`src/rtl/mrnaiso_sequencer.sv`:
```
// Phase sequencer for the mRNA-isolation valve network: load, lyse, mix, bead capture, wash, elute.
// All valve controls, phase, busy and the done/aborted pulses are registered; 1 on a control = valve closed.
module mrnaiso_sequencer #(
    parameter int unsigned CNT_W        = 16,
    parameter int unsigned LOAD_CYCLES  = 1000,
    parameter int unsigned LYSIS_CYCLES = 1000,
    parameter int unsigned PUMP_STEP    = 50,
    parameter int unsigned MIX_ROUNDS   = 20,
    parameter int unsigned BEAD_CYCLES  = 500,
    parameter int unsigned WASH_CYCLES  = 2000,
    parameter int unsigned ELUTE_CYCLES = 1000
) (
    input  logic       clk,
    input  logic       rst,
    input  logic       start,
    input  logic       abort,
    output logic       cells_in_ctrl,
    output logic       cells_out_ctrl,
    output logic       lysis_in_ctrl,
    output logic       lysis_out_ctrl,
    output logic       push_ctrl,
    output logic       pump1,
    output logic       pump2,
    output logic       pump3,
    output logic       sep_ctrl,
    output logic       beads_ctrl,
    output logic       sieve_ctrl,
    output logic       waste_ctrl,
    output logic       collect_ctrl,
    output logic [2:0] phase,
    output logic       busy,
    output logic       done,
    output logic       aborted
);

    typedef enum logic [2:0] {
        S_IDLE  = 3'd0,
        S_LOAD  = 3'd1,
        S_LYSIS = 3'd2,
        S_MIX   = 3'd3,
        S_BEADS = 3'd4,
        S_WASH  = 3'd5,
        S_ELUTE = 3'd6,
        S_DONE  = 3'd7
    } state_e;

    localparam int unsigned VW      = 13;
    localparam int unsigned V_CIN   = 12;
    localparam int unsigned V_COUT  = 11;
    localparam int unsigned V_LIN   = 10;
    localparam int unsigned V_LOUT  = 9;
    localparam int unsigned V_PUSH  = 8;
    localparam int unsigned V_P1    = 7;
    localparam int unsigned V_P3    = 5;
    localparam int unsigned V_SEP   = 4;
    localparam int unsigned V_BEADS = 3;
    localparam int unsigned V_SIEVE = 2;
    localparam int unsigned V_WASTE = 1;
    localparam int unsigned V_COLL  = 0;

    localparam longint unsigned CNT_MAX = (64'd1 << CNT_W) - 64'd1;

    // Every timed parameter must be non-zero and representable in the counters.
    if (LOAD_CYCLES == 0 || 64'(LOAD_CYCLES) > CNT_MAX) begin : g_err_load
        $error("LOAD_CYCLES out of range for CNT_W");
    end
    if (LYSIS_CYCLES == 0 || 64'(LYSIS_CYCLES) > CNT_MAX) begin : g_err_lysis
        $error("LYSIS_CYCLES out of range for CNT_W");
    end
    if (PUMP_STEP == 0 || 64'(PUMP_STEP) > CNT_MAX) begin : g_err_step
        $error("PUMP_STEP out of range for CNT_W");
    end
    if (MIX_ROUNDS == 0 || 64'(MIX_ROUNDS) > CNT_MAX) begin : g_err_rounds
        $error("MIX_ROUNDS out of range for CNT_W");
    end
    if (BEAD_CYCLES == 0 || 64'(BEAD_CYCLES) > CNT_MAX) begin : g_err_bead
        $error("BEAD_CYCLES out of range for CNT_W");
    end
    if (WASH_CYCLES == 0 || 64'(WASH_CYCLES) > CNT_MAX) begin : g_err_wash
        $error("WASH_CYCLES out of range for CNT_W");
    end
    if (ELUTE_CYCLES == 0 || 64'(ELUTE_CYCLES) > CNT_MAX) begin : g_err_elute
        $error("ELUTE_CYCLES out of range for CNT_W");
    end

    localparam logic [CNT_W-1:0] LOAD_RLD  = CNT_W'(LOAD_CYCLES - 1);
    localparam logic [CNT_W-1:0] LYSIS_RLD = CNT_W'(LYSIS_CYCLES - 1);
    localparam logic [CNT_W-1:0] STEP_RLD  = CNT_W'(PUMP_STEP - 1);
    localparam logic [CNT_W-1:0] ROUND_END = CNT_W'(MIX_ROUNDS - 1);
    localparam logic [CNT_W-1:0] BEAD_RLD  = CNT_W'(BEAD_CYCLES - 1);
    localparam logic [CNT_W-1:0] WASH_RLD  = CNT_W'(WASH_CYCLES - 1);
    localparam logic [CNT_W-1:0] ELUTE_RLD = CNT_W'(ELUTE_CYCLES - 1);

    state_e           state;
    logic [CNT_W-1:0] timer;
    logic [CNT_W-1:0] rounds;
    logic [2:0]       step;
    logic [VW-1:0]    valves;

    // Peristaltic pattern (pump1,pump2,pump3); never all three open at once.
    function automatic logic [2:0] pump_pattern(input logic [2:0] s);
        logic [2:0] p;
        case (s)
            3'd0:    p = 3'b101;
            3'd1:    p = 3'b100;
            3'd2:    p = 3'b110;
            3'd3:    p = 3'b010;
            3'd4:    p = 3'b011;
            3'd5:    p = 3'b001;
            default: p = 3'b111;
        endcase
        return p;
    endfunction

    // Valve image for the phase being entered; clearing a bit opens that valve.
    function automatic logic [VW-1:0] valve_map(input state_e s, input logic [2:0] st);
        logic [VW-1:0] v;
        v = '1;
        case (s)
            S_LOAD: begin
                v[V_CIN]  = 1'b0;
                v[V_COUT] = 1'b0;
            end
            S_LYSIS: begin
                v[V_LIN]  = 1'b0;
                v[V_LOUT] = 1'b0;
            end
            S_MIX:   v[V_P1:V_P3] = pump_pattern(st);
            S_BEADS: v[V_BEADS] = 1'b0;
            S_WASH, S_ELUTE: begin
                v[V_PUSH]  = 1'b0;
                v[V_P1]    = 1'b0;
                v[V_SEP]   = 1'b0;
                v[V_SIEVE] = 1'b0;
                if (s == S_WASH) v[V_WASTE] = 1'b0;
                else             v[V_COLL]  = 1'b0;
            end
            default: ;
        endcase
        return v;
    endfunction

    always_ff @(posedge clk) begin
        if (rst) begin
            state   <= S_IDLE;
            timer   <= '0;
            rounds  <= '0;
            step    <= '0;
            valves  <= '1;
            busy    <= 1'b0;
            done    <= 1'b0;
            aborted <= 1'b0;
        end else begin
            done    <= 1'b0;
            aborted <= 1'b0;
            case (state)
                S_IDLE: begin
                    if (start && !abort) begin
                        state  <= S_LOAD;
                        timer  <= LOAD_RLD;
                        busy   <= 1'b1;
                        valves <= valve_map(S_LOAD, 3'd0);
                    end
                end
                S_DONE: state <= S_IDLE;
                default: begin
                    if (abort) begin
                        state   <= S_IDLE;
                        timer   <= '0;
                        rounds  <= '0;
                        step    <= '0;
                        busy    <= 1'b0;
                        aborted <= 1'b1;
                        valves  <= '1;
                    end else if (timer != '0) begin
                        timer <= timer - CNT_W'(1);
                    end else begin
                        // Last cycle of the current phase or pump step.
                        case (state)
                            S_LOAD: begin
                                state  <= S_LYSIS;
                                timer  <= LYSIS_RLD;
                                valves <= valve_map(S_LYSIS, 3'd0);
                            end
                            S_LYSIS: begin
                                state  <= S_MIX;
                                timer  <= STEP_RLD;
                                step   <= 3'd0;
                                rounds <= '0;
                                valves <= valve_map(S_MIX, 3'd0);
                            end
                            S_MIX: begin
                                if (step == 3'd5 && rounds == ROUND_END) begin
                                    state  <= S_BEADS;
                                    timer  <= BEAD_RLD;
                                    step   <= 3'd0;
                                    rounds <= '0;
                                    valves <= valve_map(S_BEADS, 3'd0);
                                end else if (step == 3'd5) begin
                                    timer  <= STEP_RLD;
                                    step   <= 3'd0;
                                    rounds <= rounds + CNT_W'(1);
                                    valves <= valve_map(S_MIX, 3'd0);
                                end else begin
                                    timer  <= STEP_RLD;
                                    step   <= step + 3'd1;
                                    valves <= valve_map(S_MIX, step + 3'd1);
                                end
                            end
                            S_BEADS: begin
                                state  <= S_WASH;
                                timer  <= WASH_RLD;
                                valves <= valve_map(S_WASH, 3'd0);
                            end
                            S_WASH: begin
                                state  <= S_ELUTE;
                                timer  <= ELUTE_RLD;
                                valves <= valve_map(S_ELUTE, 3'd0);
                            end
                            default: begin
                                state  <= S_DONE;
                                busy   <= 1'b0;
                                done   <= 1'b1;
                                valves <= '1;
                            end
                        endcase
                    end
                end
            endcase
        end
    end

    assign phase          = state;
    assign cells_in_ctrl  = valves[V_CIN];
    assign cells_out_ctrl = valves[V_COUT];
    assign lysis_in_ctrl  = valves[V_LIN];
    assign lysis_out_ctrl = valves[V_LOUT];
    assign push_ctrl      = valves[V_PUSH];
    assign pump1          = valves[V_P1];
    assign pump2          = valves[V_P1-1];
    assign pump3          = valves[V_P3];
    assign sep_ctrl       = valves[V_SEP];
    assign beads_ctrl     = valves[V_BEADS];
    assign sieve_ctrl     = valves[V_SIEVE];
    assign waste_ctrl     = valves[V_WASTE];
    assign collect_ctrl   = valves[V_COLL];

endmodule
```
`config.mk`:
```
export PLATFORM = sky130hd
export DESIGN_NAME = mrnaiso_sequencer
export DESIGN_NICKNAME = d
export VERILOG_FILES = /design/src/rtl/mrnaiso_sequencer.sv
export SDC_FILE = /design/constraint.sdc
export NUM_CORES = 1
export LEC_CHECK = 0
export ABC_CLOCK_PERIOD_IN_PS = 2800
export CORE_MARGIN = 2
export CORE_UTILIZATION = 30
export CTS_CLUSTER_SIZE = 28
export DETAILED_ROUTE_END_ITERATION = 10
export PLACE_DENSITY = 0.57
export REMOVE_ABC_BUFFERS = 1
export SLEW_MARGIN = 20
export SYNTH_ARGS = -nofsm -noshare
export SYNTH_HDL_FRONTEND = slang
export SYNTH_SLANG_ARGS = --single-unit
export TNS_END_PERCENT = 10
```
`constraint.sdc`:
```
create_clock -name clk -period 2.8 [get_ports clk]
set_clock_uncertainty 0.2 [all_clocks]
set_input_delay 0.84 -clock clk [delete_from_list [all_inputs] [get_ports clk]]
set_output_delay 0.84 -clock clk [all_outputs]
set_load 0.05 [all_outputs]
```
After elaboration in Yosys (flattened, before gate mapping)
Cells that the tools add are included.

storage, ports and cells
  register bits = 54

cells by class
  add/subtract/negate cells = 3
  muxes and demuxes = 37
  equal/unequal tests = 20
  reduce and logical (&&, ||, !) cells = 19
  bitwise logic cells = 2

operators by type and width
  kind                     count
  $mux W16                 7
  $pmux W16 S2             2
  $pmux W16 S4             1
  $pmux W11 S5             1
  $mux W13                 3
  $pmux W13 S2             1
  $mux W3                  8
  $eq A3 B3 Y1 const B     6
  $pmux W3 S6              1
  $add A16 B1 Y16 const B  1
  $eq A16 B5 Y1 const B    1
  $mux W8                  2
  $reduce_bool A16 Y1      1
  $sub A16 B1 Y16 const B  1
  $pmux W3 S5              1
  $eq A3 B2 Y1 const B     4
  $pmux W3 S2              2
  $reduce_and A3 Y1        4
  $reduce_or A5 Y1         2
  $mux W9                  1
  $reduce_and A4 Y1        2
  $reduce_bool A7 Y1       1
  $eq A3 B1 Y1 const B     2
  $logic_not A3 Y1         2
  other kinds (15)         24

Depth between registers and ports, before layout
  word-level depth = 9
  mapped depth = 9

Worst setup path after synthesis
OpenSTA, ideal clock, no wires.

  path kind = flip-flop to flip-flop
  start = reg state[2], in the netlist phase[2]
  end = reg rounds[15]
  required time = 2.530 ns
  period minus slack after synthesis = 2.550 ns
  cell stages (with the launch flop) = 7
  arrival = 2.281 ns
  slack = 0.250 ns
  path buffers = 1
  cell sequence = dfxtp_1 -> buf_2 -> nor3_1 -> nor3_1 -> a32oi_4 -> or4_1 -> a21oi_1

between the ends
  longest elaborated chain between the ends = 4
  elaborated cells between the ends (all ways) = 12

ends and longest elaborated chain
  what                                              line  RTL
  from (decl)                                       94    state_e state;
  from (signal assigned)                            145   state <= S_IDLE;
  from (signal assigned)                            159   state <= S_LOAD;
  from (signal assigned)                            165   S_DONE: state <= S_IDLE;
  $eq A3 B2 Y1, or another cell as far along        179   case (state)
  $pmux W16 S2 or $reduce_or A2 Y1 (tied branches)  -
  $mux W16 or $not A1 Y1 (tied branches)            -
  $mux W16 or $reduce_and A4 Y1 (tied branches)     -
  to (signal assigned)                              202   rounds <= rounds + CNT_W'(1);
  to (decl)                                         96    logic [CNT_W-1:0] rounds;

Parallel ways exist; a longest one is shown, timed or not. The select of a mux whose other input is x is not followed.
A chain may end at the register's enable or synchronous reset.

Final worst setup path
  start = in start
  end = reg timer[13]

between the ends
  longest elaborated chain between the ends = 3

ends and longest elaborated chain
  what                         line  RTL
  from (decl)                  15    input logic start,
  $logic_and A1 B1 Y1          158   if (start && !abort) begin
  $ne A2 B2 Y1 (no line)       -
  $reduce_and A3 Y1 (no line)  -
  to (signal assigned)         176   timer <= timer - CNT_W'(1);
  to (decl)                    95    logic [CNT_W-1:0] timer;

No other way between the ends.

==> metrics.txt <==
most frequent cells after synthesis dfxtp_1 (50), a21oi_1 (43), o21ai_0 (36), nor2_1 (25), nor3_1 (18); critical path depth in cells 6; IO Port Bufs 22; I/O pin cnt 23; largest cells by area after synthesis dfxtp_1 (35%), a21oi_1 (7.5%), o21ai_0 (6.3%); Req. time, crit path 2.85 ns; Initial DRC Count 118; routed wire length roughly 8000 um; DIE HEIGHT 102 um; Worst R2R Start timer[0]$_SDFFE_PP0P_; Startpoint Class primary input; Yosys top cell by area dfxtp_1; class of the worst hold path flip-flop to flip-flop; cell family with most CP delay simple AND/OR/NAND/NOR gates; clock root buffer clkbuf_8; flops & latches, synth 50; Worst-Skew Late Latency 0.31 ns; crit-path max FO 12; R2R depth 8; # hold bufs at CTS 0; Worst Setup Path Type primary input to flip-flop; Routed met1 length ~3800 um; worst path buffer plus inverter count 1; slowest cell delay on critical path 0.52 ns; die footprint 10400 um2; DR vias/cell 5.45; CTS tree built; Post-DP HPWL 5940 um; top cell type's share of synthesized area 34.9%; fin nets 415; end of the critical path timer[13]$_SDFFE_PP0P_; placed instance area 3460 um2; area delta synth->final 23.9%; syn_area_per_cell ~7.9 um2; pin count of the biggest net entering global routing 21; effective utilization at floorplan 31.0%; Worst VDD drop 0.000207 V; cells after synthesis 361; antenna-violating nets left 0; GR Overflow Total 0; H-tree Lvls 2; DRC Markers 0; Fin. Hold Viols 0; metal3 WL 281 um; Slew @ Worst Pin 0.616 ns; number of synthesized flops with an enable pin 0; per-cell routed wire length 14.8 um; Final Cell Area about 3600 um2; fin crit period 2.61 ns; fin. max-slew vios 0; WL met2 3760 um; status finished clean; Worst-path clk slew around 0.1 ns; r2r setup slk 0.22 ns; layout cells sized above 1 16.9%; top-count cell post-synth dfxtp_1; relative slew slack between 50% and 60%; FMAX around 0.38 GHz; Core Region 9240 um2; DR pass1 iterations 4; Ant. Diodes 0; ys flop type dfxtp_1; worst path cell trace clkdlybuf4s50_1, nor2b_1, o21ai_2, a31o_2, or4_1, a21oi_1; CTS Buf Count 5; YS warnings 0; synth unique cells 59; register area share after synthesis between 30% and 40%; slowest CP cell or4_1; Die Wd 102 um; Worst R2R End valves[1]$_SDFFE_PP1P_; CP Capture Type flip-flop; row count 35; Power Dens Cells 456 nW/um2; critical path startpoint start; WP data arrival about 2.7 ns; clk buf depth 2; Max Used Layer met4; Pleak roughly 0.0012 uW; DR vias 2934; initial antenna violation count 0; fin crit share 93.2%; vias in the first global route about 2800; max-cap viol count 0; RSZ-0062 raised after global routing no; placer congestion estimate roughly 0.92; total power roughly 1600 uW; overall routing resource usage 16.5%; Num Clock Sinks 50; Final setup viols 0; FFs w/ async S/R, synth 0%; Post-Syn Area ~2900 um2; first-pass GRT wire length 13700 um
[flip-flops by register name, indices dropped and copies added (netlist names)]
name	cells
valves	9
busy	1
done	1
timer	16
aborted	1
phase	3
rounds	16
step	3
[cell families (layout without fill, tap and decap cells)]
| kind of cell | after synthesis | count (layout) | synth area share (%) |
|---|---|---|---|
| AND/OR/NAND/NOR | 145 | 145 | 29.2 |
| AO/OA/AOI/OAI | 123 | 123 | 26.6 |
| flip-flops | 50 | 50 | 34.9 |
| buffers and inverters | 32 | 80 | 5.41 |
| XOR/XNOR | 6 | 6 | 1.83 |
| adder cells (fa/ha/maj) | 3 | 3 | 1.31 |
| multiplexers | 2 | 2 | 0.741 |
[per-stage QoR]
step / util (%) / TNS [ns] / hold slack [ns] / std cells / worst slack [ns]
2_1_floorplan: - / -0.000174 / 0.252 / 337 / -0.000174
3_3_place_gp: 37.4 / -1.84 / 0.272 / 530 / -0.133
3_5_place_dp: 37.4 / -2.24 / 0.274 / 530 / -0.181
4_1_cts: 38.4 / 0 / 0.297 / 538 / 0.151
5_1_grt: 38.5 / 0 / 0.327 / 538 / 0.0602
6_report: 38.5 / 0 / 0.290 / 538 / 0.191
[cell type report]
cell class,instances,area (um2)
well taps,129,161
multi-input cells,279,1710
repair buffers,64,556
clock buffers,5,68.8
flip-flops and latches,50,1000
inverters,8,30.0
clock inverters,3,25.0
fillers,970,5690
[worst min path at each step]
stage	depth (start not counted)	start	slack [ns]	endpoint
finish	2	rounds[15]$_SDFFE_PP0P_	0.29	rounds[15]$_SDFFE_PP0P_
global route	2	rounds[10]$_SDFFE_PP0P_	0.33	rounds[10]$_SDFFE_PP0P_
CTS	2	rounds[15]$_SDFFE_PP0P_	0.30	rounds[15]$_SDFFE_PP0P_
detailed placement	2	rounds[15]$_SDFFE_PP0P_	0.27	rounds[15]$_SDFFE_PP0P_
global placement	2	rounds[15]$_SDFFE_PP0P_	0.27	rounds[15]$_SDFFE_PP0P_
floorplan	2	rounds[15]$_SDFFE_PP0P_	0.25	rounds[15]$_SDFFE_PP0P_
[placed cells by master, fill, tap and decap left out, drive strengths merged, types with 4 or more instances in the layout]
master	Yosys	final
and3	4	4
nand3	14	14
o31ai	10	10
or3	15	15
dfxtp	50	50
nor2	25	25
clkbuf	13	5
or2	4	4
a21oi	43	43
nand4	6	6
clkdlybuf4s50	0	18
xnor2	4	4
or4	11	11
nor3	18	18
a31oi	7	7
o21ai	37	37
nor4	13	13
buf	11	45
nand2	17	17
inv	8	9
[per-layer routing]
layer | track usage, % | vias up
li1 | - | 1460
met1 | 22.2 | 1412
met2 | 26.8 | 54
met3 | 2.90 | 8
met4 | 5.41 | 0
met5 | 0 | -
[power by group]
group	switching, uW	total [uW]	leakage [uW]	internal, uW
logic	230	394	0.000798	165
clock network	264	445	0.0000447	181
registers	42.9	780	0.000406	737
[worst register-to-register path: stages (launching register included)]
cell and delay (ns):
dfxtp_1 0.36, inv_1 0.11, ha_1 0.18, nor4b_1 0.38, nand4_2 0.25, buf_4 0.27, a21o_1 0.26, nor4_1 0.33
o21ai_0 0.13
[what timing repair did]
item,4_1_cts,5_1_grt
setup endpoints to repair,0,1
gates resized for setup,0,1
setup buffers,0,0
Note: power is estimated with default switching activity, not from simulation.
==> RTL edit 1, RTL diff (same settings) <==
Change the parameter `CNT_W` from 16 to 15.
--- a/src/rtl/mrnaiso_sequencer.sv
+++ b/src/rtl/mrnaiso_sequencer.sv
@@ -2,5 +2,5 @@
 // All valve controls, phase, busy and the done/aborted pulses are registered; 1 on a control = valve closed.
 module mrnaiso_sequencer #(
-    parameter int unsigned CNT_W        = 16,
+    parameter int unsigned CNT_W        = 15,
     parameter int unsigned LOAD_CYCLES  = 1000,
     parameter int unsigned LYSIS_CYCLES = 1000,
Function: no difference found for any inputs over 10 cycles, from zero or initial values and one cycle with rst high; that may be too few to reach the edited logic, so the function may still have changed.
==> RTL edit 1 against the original RTL <==
Routed wire length down 13%. Power up 22%. Area after synthesis down 4.8%. Sequential cell count shrank 2. Cell count fell by 11%. Fmax about the same. Worst setup slack got worse by 2.3 ps. Design area shrank 7.8%. Critical path type unchanged. Largest cell class unchanged.
==> RTL edit 1: results (changes against the original RTL) <==
metric,value,unit,change
outcome,completed,,unchanged
cts-resized-gates,0,,unchanged
grt_max_degree,47,,was 21
use_met1,0.2185,,was 0.2219
ir_drop,0.2204,mV,was 0.2074 mV
place_ws,-104.0,ps,was -180.5 ps
netlist_top_cells_count,"48 x dfxtp_1, 43 x nor2_1, 28 x a21oi_1",,"was 50 x dfxtp_1, 43 x a21oi_1, 36 x o21ai_0"
ys_seq_area_frac,0.3518,,was 0.3489
tightestPinTransition,593.6,ps,was 616.1 ps
top_regs,"rounds (15), timer (15), valves (9)",,"was rounds (16), timer (16), valves (9)"
p_leak,1.183,nW,was 1.250 nW
fin_nets,378,,was 415
synth.area.top_cells,"dfxtp_1 35%, nor2_1 5.9%, a21oi_1 5.1%",,"was dfxtp_1 35%, a21oi_1 7.5%, o21ai_0 6.3%"
grt_pass1_vias,2534,,was 2831
clk_latency,300,ps,
yosys.cell_types.count,63,,was 59
routabilityCongestion,0.8328,,was 0.9163
h-tree-depth,2,,unchanged
grt_use_met3,0.02670,,was 0.02899
p_int,1.231,mW,was 1.083 mW
n_fill_cell,926,,was 970
arrival,2600,ps,was 2660 ps
grt_pass1_wl,12210,um,was 13670 um
drive_gt1_frac,0.1528,,was 0.1687
grt_usage,0.1481,,was 0.1651
path_max_fanout,16,,was 12
grtUsageMet2,0.2251,,was 0.2677
yosysWarnings,0,,unchanged
ctsLongestPathBuffers,2,,unchanged
hold_class,reg2reg,,unchanged
vias,2567,,was 2934
drt_iter0_markers,143,,was 118
dp_hpwl,5007,um,was 5935 um
wl_per_cell,14.47,um,was 14.84 um
==> RTL edit 1: changes by cell type after synthesis, sizes merged, moves of 7 or more <==
cell / unedited run / this run
or3: 15 / 3
or4: 11 / 1
a21oi: 43 / 29
nor2: 25 / 43
o31ai: 10 / 2
o21ai: 37 / 30
==> RTL edit 1: final timing paths <==
kind,start,to,slack [ps],cells after the start
worst max-delay path,abort,rounds[7],190,8
worst max register to register,timer[0],timer[4],280,10
worst min-delay path,timer[14],timer[14],270,2
worst min register to register,timer[14],timer[14],270,2
==> RTL edit 1: worst max-delay path: stages <==
cell             delay (ps)
clkdlybuf4s50_1         580
a21bo_2                 250
a22o_1                  210
nor3_4                  240
buf_12                  170
nand4_1                 110
xor2_1                  150
nor2_1                   50
==> RTL edit 1: cell type report <==
type,count,area share
multi-input cells,264,0.4952
flip-flops and latches,48,0.2932
repair buffers,47,0.1336
well taps,108,0.04124
clock buffers,6,0.02520
inverters,6,0.006873
clock inverters,2,0.004582
==> RTL edit 1: metal layers <==
layer  vias to the layer above  routed length, um
li1                       1306                  -
met1                      1223               3524
met2                        34               3163
met3                         4                232
met4                         0                 41
met5                         -                  0
==> RTL edit 1: kinds of logic (layout without fill, tap and decap cells) <==
family                     Yosys count  after routing  synth area share
AOI/OAI and AO/OA                   91             91            0.2194
adders and majority gates            2              2          0.009160
and+or+nand+nor                    158            158            0.3225
xor gates and xnor gates            10             10           0.03207
buffers and inverters               28             61           0.05405
muxes                                3              3           0.01099
DFF                                 48             48            0.3518
==> RTL edit 1: power by group through the flow <==
stage / logic, mW / registers [mW] / clock network, mW
finish: 0.736 / 0.797 / 0.449
CTS: 0.736 / 0.796 / 0.465
floorplan: 0.410 / 0.857 / 0
global route: 0.819 / 0.807 / 0.493
global placement: 0.732 / 0.811 / 0
detailed placement: 0.733 / 0.812 / 0
==> RTL edit 1: stage by stage <==
step	utilization	TNS (ps)	instance area [sq um]	cells
5_1_grt	0.3739	0	3277	481
6_report	0.3739	0	3277	481
3_3_place_gp	0.3628	-1067	3179	473
2_1_floorplan	-	0	2606	318
4_1_cts	0.3739	0	3277	481
3_5_place_dp	0.3628	-1666	3179	473
==> RTL edit 2, RTL diff (config.mk and constraints unchanged) <==
Without the edit above. Add an input register stage for `start` and `abort`; this delays them by one clock.
--- a/src/rtl/mrnaiso_sequencer.sv
+++ b/src/rtl/mrnaiso_sequencer.sv
@@ -61,4 +61,12 @@
     localparam longint unsigned CNT_MAX = (64'd1 << CNT_W) - 64'd1;
 
+    logic start_q;
+    logic abort_q;
+
+    always_ff @(posedge clk) begin
+        start_q <= start;
+        abort_q <= abort;
+    end
+
     // Every timed parameter must be non-zero and representable in the counters.
     if (LOAD_CYCLES == 0 || 64'(LOAD_CYCLES) > CNT_MAX) begin : g_err_load
@@ -156,5 +164,5 @@
             case (state)
                 S_IDLE: begin
-                    if (start && !abort) begin
+                    if (start_q && !abort_q) begin
                         state  <= S_LOAD;
                         timer  <= LOAD_RLD;
@@ -165,5 +173,5 @@
                 S_DONE: state <= S_IDLE;
                 default: begin
-                    if (abort) begin
+                    if (abort_q) begin
                         state   <= S_IDLE;
                         timer   <= '0;
Function: changed (Yosys sat finds a counterexample within 4 cycles, from zero or initial values and one cycle with rst high).
==> RTL edit 2 against the original RTL <==
Critical path depth is 1 higher. Global-route usage is 0.65 points lower. Area after synthesis is 0.96% lower. Largest power group unchanged. Power is 7.8% higher. Design area hardly changed. Critical path type is now reg2reg. Fmax is 2.6% lower. Routed wire length is 4.5% lower. Sequential cell count is 2 higher. Synthesized cell count is 0.83% lower. Combinational power is 5% higher. Core utilization is 0.20 points higher. Worst setup slack worse by 71 ps. Sequential share of layout area is 1.1 points higher.
==> RTL edit 2: results (changes against the original RTL) <==
metric,value,unit,change
outcome,completed,,unchanged
path_max_fanout,2,,was 12
dp_hpwl,5737,um,was 5935 um
dp_cells,511,,was 530
dr.pass1.iters,7,,was 4
vias,2705,,was 2934
hold_class,reg2reg,,unchanged
r2r_cells,7,,was 8
p_leak,1.363,nW,was 1.250 nW
ir_drop,0.2389,mV,was 0.2074 mV
cts_made_buffers,5,,unchanged
grt_usage,0.1586,,was 0.1651
h-tree-depth,2,,unchanged
critPathSlowestCell,or4b_4,,was or4_1
rr_endpoint,step[1],,was valves[1]
cp-startpoint,timer[1],,was start
antenna_found_initial,0,,unchanged
r2r_slack,120,ps,was 220 ps
wl_per_cell,14.69,um,was 14.84 um
drive_gt1_frac,0.1716,,was 0.1687
setup_viol,0,,unchanged
routed_via_density,5.212,,was 5.454
netlist_top_cells_count,"52 x dfxtp_1, 47 x nor2_1, 26 x nand2_1",,"was 50 x dfxtp_1, 43 x a21oi_1, 36 x o21ai_0"
slowest_delay,490,ps,was 520 ps
grt_max_degree,18,,was 21
n_fill_cell,994,,was 970
tightestPinTransition,652.4,ps,was 616.1 ps
yosys.cell_types.count,59,,unchanged
antenna_cells_inserted,0,,unchanged
drt_iter0_markers,139,,was 118
syn_area_per_cell,7.937,sq um,was 7.947 sq um
port_buffers,22,,unchanged
grt_pass1_wl,12990,um,was 13670 um
fin_nets,414,,was 415
path_clk_slew,100,ps,about the same
ys_async_sr_fraction,0,,unchanged
critPathKind,reg2reg,,was in2reg
arrival,2720,ps,was 2660 ps
synth.area.top_cells,"dfxtp_1 37%, nor2_1 6.2%, a21oi_1 4.2%",,"was dfxtp_1 35%, a21oi_1 7.5%, o21ai_0 6.3%"
routabilityCongestion,0.8764,,was 0.9163
ys_seq_area_frac,0.3664,,was 0.3489
top_regs,"rounds (16), timer (16), valves (9)",,unchanged
RTL edit 2: worst min-delay path by stage:
stage               slack (ps)  cells past startpoint       from        end
floorplan                  240                      2  rounds[1]  rounds[1]
global placement           250                      2       busy       busy
detailed placement         260                      2       busy       busy
CTS                        270                      2       busy       busy
global route               290                      2       busy       busy
finish                     260                      2       busy       busy
RTL edit 2: report_power, final:
group	switching [mW]	internal (mW)	leakage (nW)	total [mW]
registers	0.0216	0.765	0.423	0.787
clock network	0.276	0.272	0.0600	0.547
logic	0.238	0.174	0.879	0.412
total	0.536	1.21	1.36	1.75
RTL edit 2: layout make-up:
cell class | instances | area share
sequential | 52 | 0.2928
inverter | 8 | 0.008445
clock buffer | 5 | 0.01935
multi-input combinational | 274 | 0.4747
tap | 111 | 0.03906
clock inverter | 3 | 0.01302
timing repair buffer | 66 | 0.1527
RTL edit 2: cell families after synthesis:
family / after synthesis / synth area share
multiplexers: 4 / 0.01409
adder cells (fa/ha/maj): 3 / 0.01321
buffers and inverters: 32 / 0.04844
AO/OA/AOI/OAI: 81 / 0.1867
flip-flops: 52 / 0.3664
AND/OR/NAND/NOR: 168 / 0.3157
XOR/XNOR: 18 / 0.05548
RTL edit 2: critical path: cells and delay by family (launching register included):
kind	cells	cell delay [ps]
flops	1	330
fa+ha+maj	1	170
compound gates	2	450
simple gates	3	1390
buf+inv	1	80
RTL edit 2: metrics by stage:
| step | hold slack [ps] | util | cell area (sq um) | setup slack, ps |
|---|---|---|---|---|
| after CTS | 268.5 | 0.3852 | 3542 | 68.94 |
| after global placement | 250.5 | 0.3714 | 3416 | 38.40 |
| after detailed placement | 255.0 | 0.3714 | 3416 | -42.17 |
| after floorplan | 237.9 | - | 2734 | -264.0 |
| final | 264.2 | 0.3867 | 3556 | 119.7 |
| after global routing | 294.5 | 0.3867 | 3556 | -20.04 |
RTL edit 2: per-layer routing:
metal  track usage  up-vias  routed length [um]
met5             0        -                   0
met4       0.04366        0                  59
met3       0.02968        4                 180
met2        0.2613       40                3658
met1        0.2128     1274                3727
li1              -     1387                   -
RTL edit 2: repair_timing:
item                       CTS  global route
pin swaps                    0             1
buffers inserted             0             0
cloned                       0             0
setup endpoints to repair    8            18
gates resized for setup      2             3
